===== config.mk =====
export PLATFORM = sky130hd
export DESIGN_NAME = fixedpoint_accumulator
export DESIGN_NICKNAME = d
export VERILOG_FILES = /design/src/rtl/fixedpoint_pkg.sv /design/src/rtl/fixedpoint_sat_adder.sv /design/src/rtl/fixedpoint_accumulator.sv
export SDC_FILE = /design/constraint.sdc
export NUM_CORES = 1
export LEC_CHECK = 0
export CORE_UTILIZATION = 45
export DETAILED_ROUTE_END_ITERATION = 10
export GPL_TIMING_DRIVEN = 0
export PLACE_DENSITY = 0.76
export SYNTH_ARGS = -nofsm -noshare
export SYNTH_HDL_FRONTEND = slang
export SYNTH_SLANG_ARGS = --single-unit

===== constraint.sdc =====
create_clock -name clk -period 5.4 [get_ports clk]
set_input_delay 0.54 -clock clk [delete_from_list [all_inputs] [get_ports clk]]
set_output_delay 0.54 -clock clk [all_outputs]
set_load 0.01 [all_outputs]

===== src/rtl/fixedpoint_pkg.sv =====
// Shared definitions for the fixed-point accumulator: FSM encoding, default
// formats and saturation-limit helpers derived from the accumulator format.
package fixedpoint_pkg;

  typedef enum logic [1:0] {
    IDLE  = 2'd0,
    ACCUM = 2'd1,
    HOLD  = 2'd2
  } state_t;

  localparam int DEF_WI    = 5;
  localparam int DEF_WF    = 6;
  localparam int DEF_WIA   = 8;
  localparam int DEF_LEN_W = 8;

  // Limits of a signed two's-complement word of w bits (w = WIA + WF).
  function automatic logic signed [63:0] sat_max(input int w);
    sat_max = (64'sd1 <<< (w - 1)) - 64'sd1;
  endfunction

  function automatic logic signed [63:0] sat_min(input int w);
    sat_min = -(64'sd1 <<< (w - 1));
  endfunction

endpackage


===== src/rtl/fixedpoint_sat_adder.sv =====
// Signed adder with one guard bit and clamping to the W-bit signed range.
module fixedpoint_sat_adder
  import fixedpoint_pkg::*;
#(
  parameter int W = DEF_WIA + DEF_WF
) (
  input  logic signed [W-1:0] a,
  input  logic signed [W-1:0] b,
  output logic signed [W-1:0] sum,
  output logic                sat
);

  localparam logic signed [W:0] MAX_W = (W+1)'(sat_max(W));
  localparam logic signed [W:0] MIN_W = (W+1)'(sat_min(W));

  logic signed [W:0] full;

  function automatic logic signed [W-1:0] clamp(input logic signed [W:0] x);
    if (x > MAX_W)
      clamp = MAX_W[W-1:0];
    else if (x < MIN_W)
      clamp = MIN_W[W-1:0];
    else
      clamp = x[W-1:0];
  endfunction

  assign full = $signed({a[W-1], a}) + $signed({b[W-1], b});
  assign sum  = clamp(full);
  assign sat  = (full > MAX_W) || (full < MIN_W);

endmodule


===== src/rtl/fixedpoint_accumulator.sv =====
// Sums a counted burst of signed products into a saturating accumulator and
// holds the result, with a sticky overflow flag, until downstream takes it.
module fixedpoint_accumulator
  import fixedpoint_pkg::*;
#(
  parameter int WI    = DEF_WI,
  parameter int WF    = DEF_WF,
  parameter int WIA   = DEF_WIA,
  parameter int LEN_W = DEF_LEN_W
) (
  input  logic                     clk,
  input  logic                     reset,
  input  logic                     start,
  input  logic [LEN_W-1:0]         len,
  input  logic                     in_valid,
  input  logic signed [WI+WF-1:0]  in_data,
  input  logic                     in_ovf,
  output logic                     in_ready,
  output logic signed [WIA+WF-1:0] acc_out,
  output logic                     out_valid,
  input  logic                     out_ready,
  output logic                     overFlow
);

  localparam int IW = WI + WF;
  localparam int AW = WIA + WF;

  state_t               state, state_nxt;
  logic signed [AW-1:0] acc;
  logic signed [AW-1:0] in_ext;
  logic signed [AW-1:0] sum;
  logic                 sat;
  logic [LEN_W-1:0]     count;
  logic                 ovf;
  logic                 beat;

  // Same fraction length on both sides, so only the integer part is extended.
  assign in_ext = {{(AW-IW){in_data[IW-1]}}, in_data};
  assign beat   = (state == ACCUM) && in_valid;

  fixedpoint_sat_adder #(.W(AW)) u_sat_adder (
    .a   (acc),
    .b   (in_ext),
    .sum (sum),
    .sat (sat)
  );

  always_ff @(posedge clk or posedge reset) begin
    if (reset) state <= IDLE;
    else       state <= state_nxt;
  end

  always_comb begin
    state_nxt = state;
    case (state)
      IDLE:    if (start) state_nxt = (len == '0) ? HOLD : ACCUM;
      ACCUM:   if (beat && count == LEN_W'(1)) state_nxt = HOLD;
      HOLD:    if (out_ready) state_nxt = IDLE;
      default: state_nxt = IDLE;
    endcase
  end

  // Accumulator, beat counter and sticky overflow
  always_ff @(posedge clk or posedge reset) begin
    if (reset) begin
      acc   <= '0;
      count <= '0;
      ovf   <= 1'b0;
    end else if (state == IDLE && start) begin
      acc   <= '0;
      count <= len;
      ovf   <= 1'b0;
    end else if (beat) begin
      acc   <= sum;
      count <= count - LEN_W'(1);
      if (sat || in_ovf) ovf <= 1'b1;
    end
  end

  assign in_ready  = (state == ACCUM);
  assign out_valid = (state == HOLD);
  assign acc_out   = acc;
  assign overFlow  = ovf;

endmodule


Yosys cells after proc, flatten, opt, wreduce, memory -nomap -nowiden
Cells that the tools add are included.

storage, ports and cells
  output and inout port bits = 17
  bits in registers = 25
  input bits = 25
  word-level logic and storage cells = 39

cells by class
  order comparisons = 2
  add/subtract/negate cells = 2
  equal/unequal tests = 6
  reduce and logical (&&, ||, !) cells = 11
  multiplexer cells = 14

operator list
  operator                                                                            count
  14-bit two-way mux                                                                  4
  8-bit two-way mux                                                                   2
  14-bit by 11-bit adder with 15-bit output                                           1
  15-bit by 14-bit greater-than comparator with 1-bit output (second input constant)  1
  15-bit by 14-bit less-than comparator with 1-bit output (second input constant)     1
  8-bit by 1-bit == test with 1-bit output (second input constant)                    1
  8-bit zero test                                                                     1
  2-bit two-way mux                                                                   4
  8-bit by 1-bit subtractor with 8-bit output (second input constant)                 1
  2-bit case mux with 3 select lines                                                  1
  2-bit by 1-bit inequality test with 1-bit output (second input constant)            2
  2-bit nonzero test                                                                  2
  1-bit logical AND                                                                   3
  1-bit two-way mux                                                                   3
  3-bit AND reduction                                                                 1
  2-bit by 1-bit == test with 1-bit output (second input constant)                    1
  2-bit == test (second input constant)                                               1
  2-bit zero test                                                                     1
  1-bit logical OR                                                                    2
  2-bit inequality test (second input constant)                                       1
  2-bit AND reduction                                                                 1

Logic depth before layout (Yosys ltp)
  word-level depth = 7
  depth in mapped cells = 11

Hierarchy
Synthesis repeated with hierarchy kept, for this count alone.

unflattened totals
  cells, all modules = 214
  area total of the unflattened synthesis = 2132.0 um^2

by module, submodules not included
  module                  sequential area each (um^2)  instances  area each (um^2)  cells an instance
  fixedpoint_accumulator  625.6                        1          1226.2            102
  fixedpoint_sat_adder    0.0                          1          905.9             112

Least setup slack after synthesis
Ideal clock, no wire load.

  path type = input -> register
  from = input in_data[3]
  to = register acc[11], in the netlist acc_out[11]
  cell stages on the path = 9
  setup slack = 3.059 ns
  arrival time = 2.221 ns
  required time = 5.280 ns
  library setup time = 0.120 ns
  cell sequence = ha_1 -> a21o_1 -> a21oi_1 -> a211oi_2 -> or3b_1 -> nand4b_1 -> buf_2 -> a21o_1 -> a21oi_1

on the way
  longest elaborated chain between the ends = 6

RTL lines
  item                                                     line                          RTL
  start: declaration                                       fixedpoint_accumulator.sv:16  input logic signed [WI+WF-1:0] in_data,
  14-bit by 11-bit adder with 15-bit output (*)            fixedpoint_sat_adder.sv:27    assign full = $signed({a[W-1], a}) + $signed({b[W-1], b});
  15-bit by 14-bit less-than comparator with 1-bit output  fixedpoint_sat_adder.sv:21    else if (x < MIN_W)
  14-bit two-way mux                                       fixedpoint_sat_adder.sv:21
  14-bit two-way mux (*)                                   fixedpoint_sat_adder.sv:19    if (x > MAX_W)
  14-bit two-way mux (*)                                   fixedpoint_accumulator.sv:73  end else if (beat) begin
  14-bit two-way mux (*)                                   fixedpoint_accumulator.sv:69  end else if (state == IDLE && start) begin
  end signal: assignment                                   fixedpoint_accumulator.sv:74  acc <= sum;
  end: declaration                                         fixedpoint_accumulator.sv:29  logic signed [AW-1:0] acc;

Every way passes the cells marked *; elsewhere a longest branch is shown, timed or not. The select of a mux whose other input is x is not followed.
A chain may end at the register's enable or synchronous reset.

Worst setup path in the final report
  from = input in_data[0]
  to = register acc[12], in the netlist acc_out[12]

The elaborated chain is that of the path after synthesis.

==> impl_metrics.py <==
metrics = {
    "timing": {
        "tightest_slew_ps": 953,
        "period_minus_slack_ps": 2870,
        "slew_headroom": 0.364,
        "final_hold_viol_count": 0,
        "setup_tns_ps": 0,
        "rsz0062_at_grt": "no",
        "finalSetupViolCount": 0,
        "fin_ws_ps": 2530,
        "final.setup_skew_ps": 6.33,
        "max_freq_mhz": 348,
        "slew_violations": 0,
        "period_share": 0.532,
    },
    "yosys": {
        "synth-simple-area-share": 0.170,
        "syn_inst": 214,
        "synthesis.nets": 256,
        "syn_area_per_cell_sq_um": 8.85,
        "synthMuxAreaShare": 0,
        "synthAdderAreaFrac": 0.116,
        "ys_async_sr_fraction": 1.00,
        "ys_seq_area_frac": 0.330,
        "synth_area_sq_um": 1890,
        "yosys_warnings": 0,
        "synth_compound_area_frac": 0.275,
        "synth_top_family_by_area": "compound AO/OA/AOI/OAI gates",
        "yosysUniqueCellTypes": 49,
        "synth_seq_cells": 25,
        "synth-xor-area-share": 0.0641,
        "synth-edff-count": 0,
        "synthFlopType": "dfrtp_1",
    },
    "worst_setup_path": {
        "crit_slowest_cell": "clkdlybuf4s50_1",
        "path_delay_family": "compound AO/OA/AOI/OAI gates",
        "critPathMaxStageDelay_ps": 460,
        "cp_num_cells": 12,
        "cp_max_fo": 10,
        "critical_path.most_common_cell": "a211oi_1",
        "startpoint": "in_data[0]",
        "path_cells": "clkdlybuf4s50_1 > ha_1 > inv_1 > fa_1 > nor2b_1 > o31ai_1 > a211oi_1 > a211oi_1 > a21oi_2 > nor3_2 > buf_6 > a311oi_1",
        "cp_num_buf_inv": 3,
        "reg2reg_slack_ps": 2820,
        "startpoint_type": "input port",
        "r2r_end": "acc_out[12]$_DFFE_PP0P_",
        "ff2ff_path_depth": 11,
        "cp-end-kind": "flop",
        "arrival_ps": 3050,
        "r2r-start": "acc_out[0]$_DFFE_PP0P_",
        "cp_data_required_time_ps": 5570,
        "worst-setup-path-type": "in2reg",
    },
    "detailed_routing": {
        "ant_nets": 0,
        "first_pass_iters": 4,
        "via_count": 1814,
        "drcViolationCount": 0,
        "drt_first_iter_violations": 130,
        "vias_per_cell": 5.87,
        "avgRoutedWirePerCell_um": 15.1,
        "wl_mm": 4.66,
    },
    "cells_and_area": {
        "drive_above_1_share": 0.0579,
        "area_delta_synth_final_pct": 27.5,
        "num_antenna_cells": 0,
        "fin_nets": 302,
    },
    "clock_network": {
        "clk_path_buf_depth": 2,
        "postCtsSetupBuffers": 0,
        "cts_buffers": 3,
        "htree_levels": 1,
        "clk_pin_slew_ps": 90,
        "clock_latency_ps": 270,
        "cts_hold_buf": 0,
        "tritoncts": "yes",
        "clk_root_buffer_cell": "clkbuf_8",
        "clock-sinks": 25,
        "cts_resized": 0,
    },
    "power": {
        "leakagePower_nw": 1.00,
        "power_per_cell_area_nw_per_um2": 574,
        "total_power_mw": 1.39,
        "ir_drop_v": 0.000282,
    },
    "floorplan": {
        "coreArea_sq_um": 4030,
        "ioPinCount": 42,
        "dieHeight_um": 66.9,
        "initial_core_util": 0.470,
        "die_x_um": 66.9,
        "dieArea_sq_um": 4470,
        "rows": 23,
    },
    "min_path": {
        "hold_path.class": "reg2reg",
        "min_to": "count[7]$_DFFE_PP0P_",
        "min_path_cells": 2,
        "hold_start": "count[7]$_DFFE_PP0P_",
    },
    "run_status": {
        "status": "finished, final reports clean",
    },
    "global_route": {
        "grtUsageTotal": 0.222,
        "grt_util_met3": 0.0377,
        "grt_pass1_vias": 1613,
        "grt_max_degree": 26,
        "grt_use_met2": 0.356,
        "grt-ovfl-total": 0,
        "antenna_found_initial": 0,
        "grt-busiest-layer": "met2",
        "use_met1": 0.304,
        "grt_first_pass_wirelength_mm": 7.43,
    },
    "place": {
        "dpl_worst_slack_ps": 2240,
        "routabilityCongestion": 0.849,
        "dp_hpwl_mm": 3.52,
        "port_buffers": 41,
    },
    "flow_run": {
        "cap_violations": 0,
    },
}
==> per-stage QoR <==
| stage | util | cells | area [sq um] | hold WS [ps] |
|---|---|---|---|---|
| finish | 0.600 | 309 | 2420 | 506 |
| floorplan | - | 214 | 1890 | 460 |
| CTS | 0.600 | 309 | 2420 | 509 |
| global route | 0.600 | 309 | 2420 | 534 |
| detailed placement | 0.588 | 305 | 2370 | 485 |
| global placement | 0.588 | 305 | 2370 | 476 |
==> how the worst max path moves through the flow <==
stage,endpoint,slack [ps]
floorplan,acc_out[11]$_DFFE_PP0P_,3060
finish,acc_out[12]$_DFFE_PP0P_,2530
CTS,acc_out[12]$_DFFE_PP0P_,2530
global route,acc_out[3]$_DFFE_PP0P_,2350
detailed placement,acc_out[4]$_DFFE_PP0P_,2240
global placement,acc_out[6]$_DFFE_PP0P_,2270
==> kinds of logic (layout without fill, tap and decap cells) <==
family          count (synthesis)  in the layout
flops                          25             25
compound gates                 76             76
buf+inv                        20             65
fa+ha+maj                      17             17
xor+xnor                       13             13
simple gates                   63             63
==> cell type report <==
cell class | count | area, sq um
fillers | 361 | 1610
flip-flops and latches | 25 | 626
repair buffers | 41 | 410
well taps | 50 | 62.6
clock buffers | 3 | 41.3
plain buffers | 8 | 38.8
inverters | 12 | 45.0
clock inverters | 1 | 7.51
multi-input cells | 169 | 1180
==> cells in the mapped netlist (all sizes together), types with 3 or more instances <==
cell    number  area [sq um]
nor3         6          35.0
xor2         6          52.6
nor2b        5          33.8
ha          16           200
o211ai       3          22.5
a311oi      10          93.8
and2         3          18.8
a211oi       3          27.5
clkbuf       6          22.5
inv         12          45.0
xnor2        7          68.8
dfrtp       25           626
nand3        5          25.0
a21oi       27           146
nor2        13          48.8
o21ai       14          73.8
nand2       18          67.6
==> sequential cells by signal, indices dropped and copies added, names as in the netlist <==
register / flops
count: 8
state: 2
acc_out: 14
overFlow: 1
==> per-layer routing <==
layer | vias up | share of wire
met5 | - | 0
met4 | 0 | 0.015
met3 | 6 | 0.043
met2 | 52 | 0.47
met1 | 869 | 0.47
li1 | 887 | -
==> cells in the final DEF (no fill, tap or decap), types with 3 or more instances in the layout <==
cell type / count
a311oi_1: 9
dfrtp_1: 25
a21oi_2: 3
o211ai_1: 3
nor3_1: 5
inv_1: 12
nand3_1: 5
xor2_1: 6
nor2_1: 13
and2_1: 3
nor2b_1: 4
clkdlybuf4s50_1: 41
xnor2_1: 6
ha_1: 16
clkbuf_8: 3
clkbuf_1: 6
o21ai_0: 13
a21oi_1: 24
nand2_1: 18
==> report_power, final <==
part | internal, mW | leakage [nW] | switching, mW | total (mW)
Clock | 0.0523 | 0.0217 | 0.0604 | 0.113
Combinational | 0.423 | 0.673 | 0.488 | 0.911
Sequential | 0.279 | 0.309 | 0.0839 | 0.363
==> worst min-delay path: cells and delay by family (launching register included) <==
| family | cells | cell delay [ps] |
|---|---|---|
| buf+inv | 1 | 60 |
| flops | 1 | 360 |
| compound gates | 1 | 70 |
Note: power is estimated with default switching activity, not from simulation.
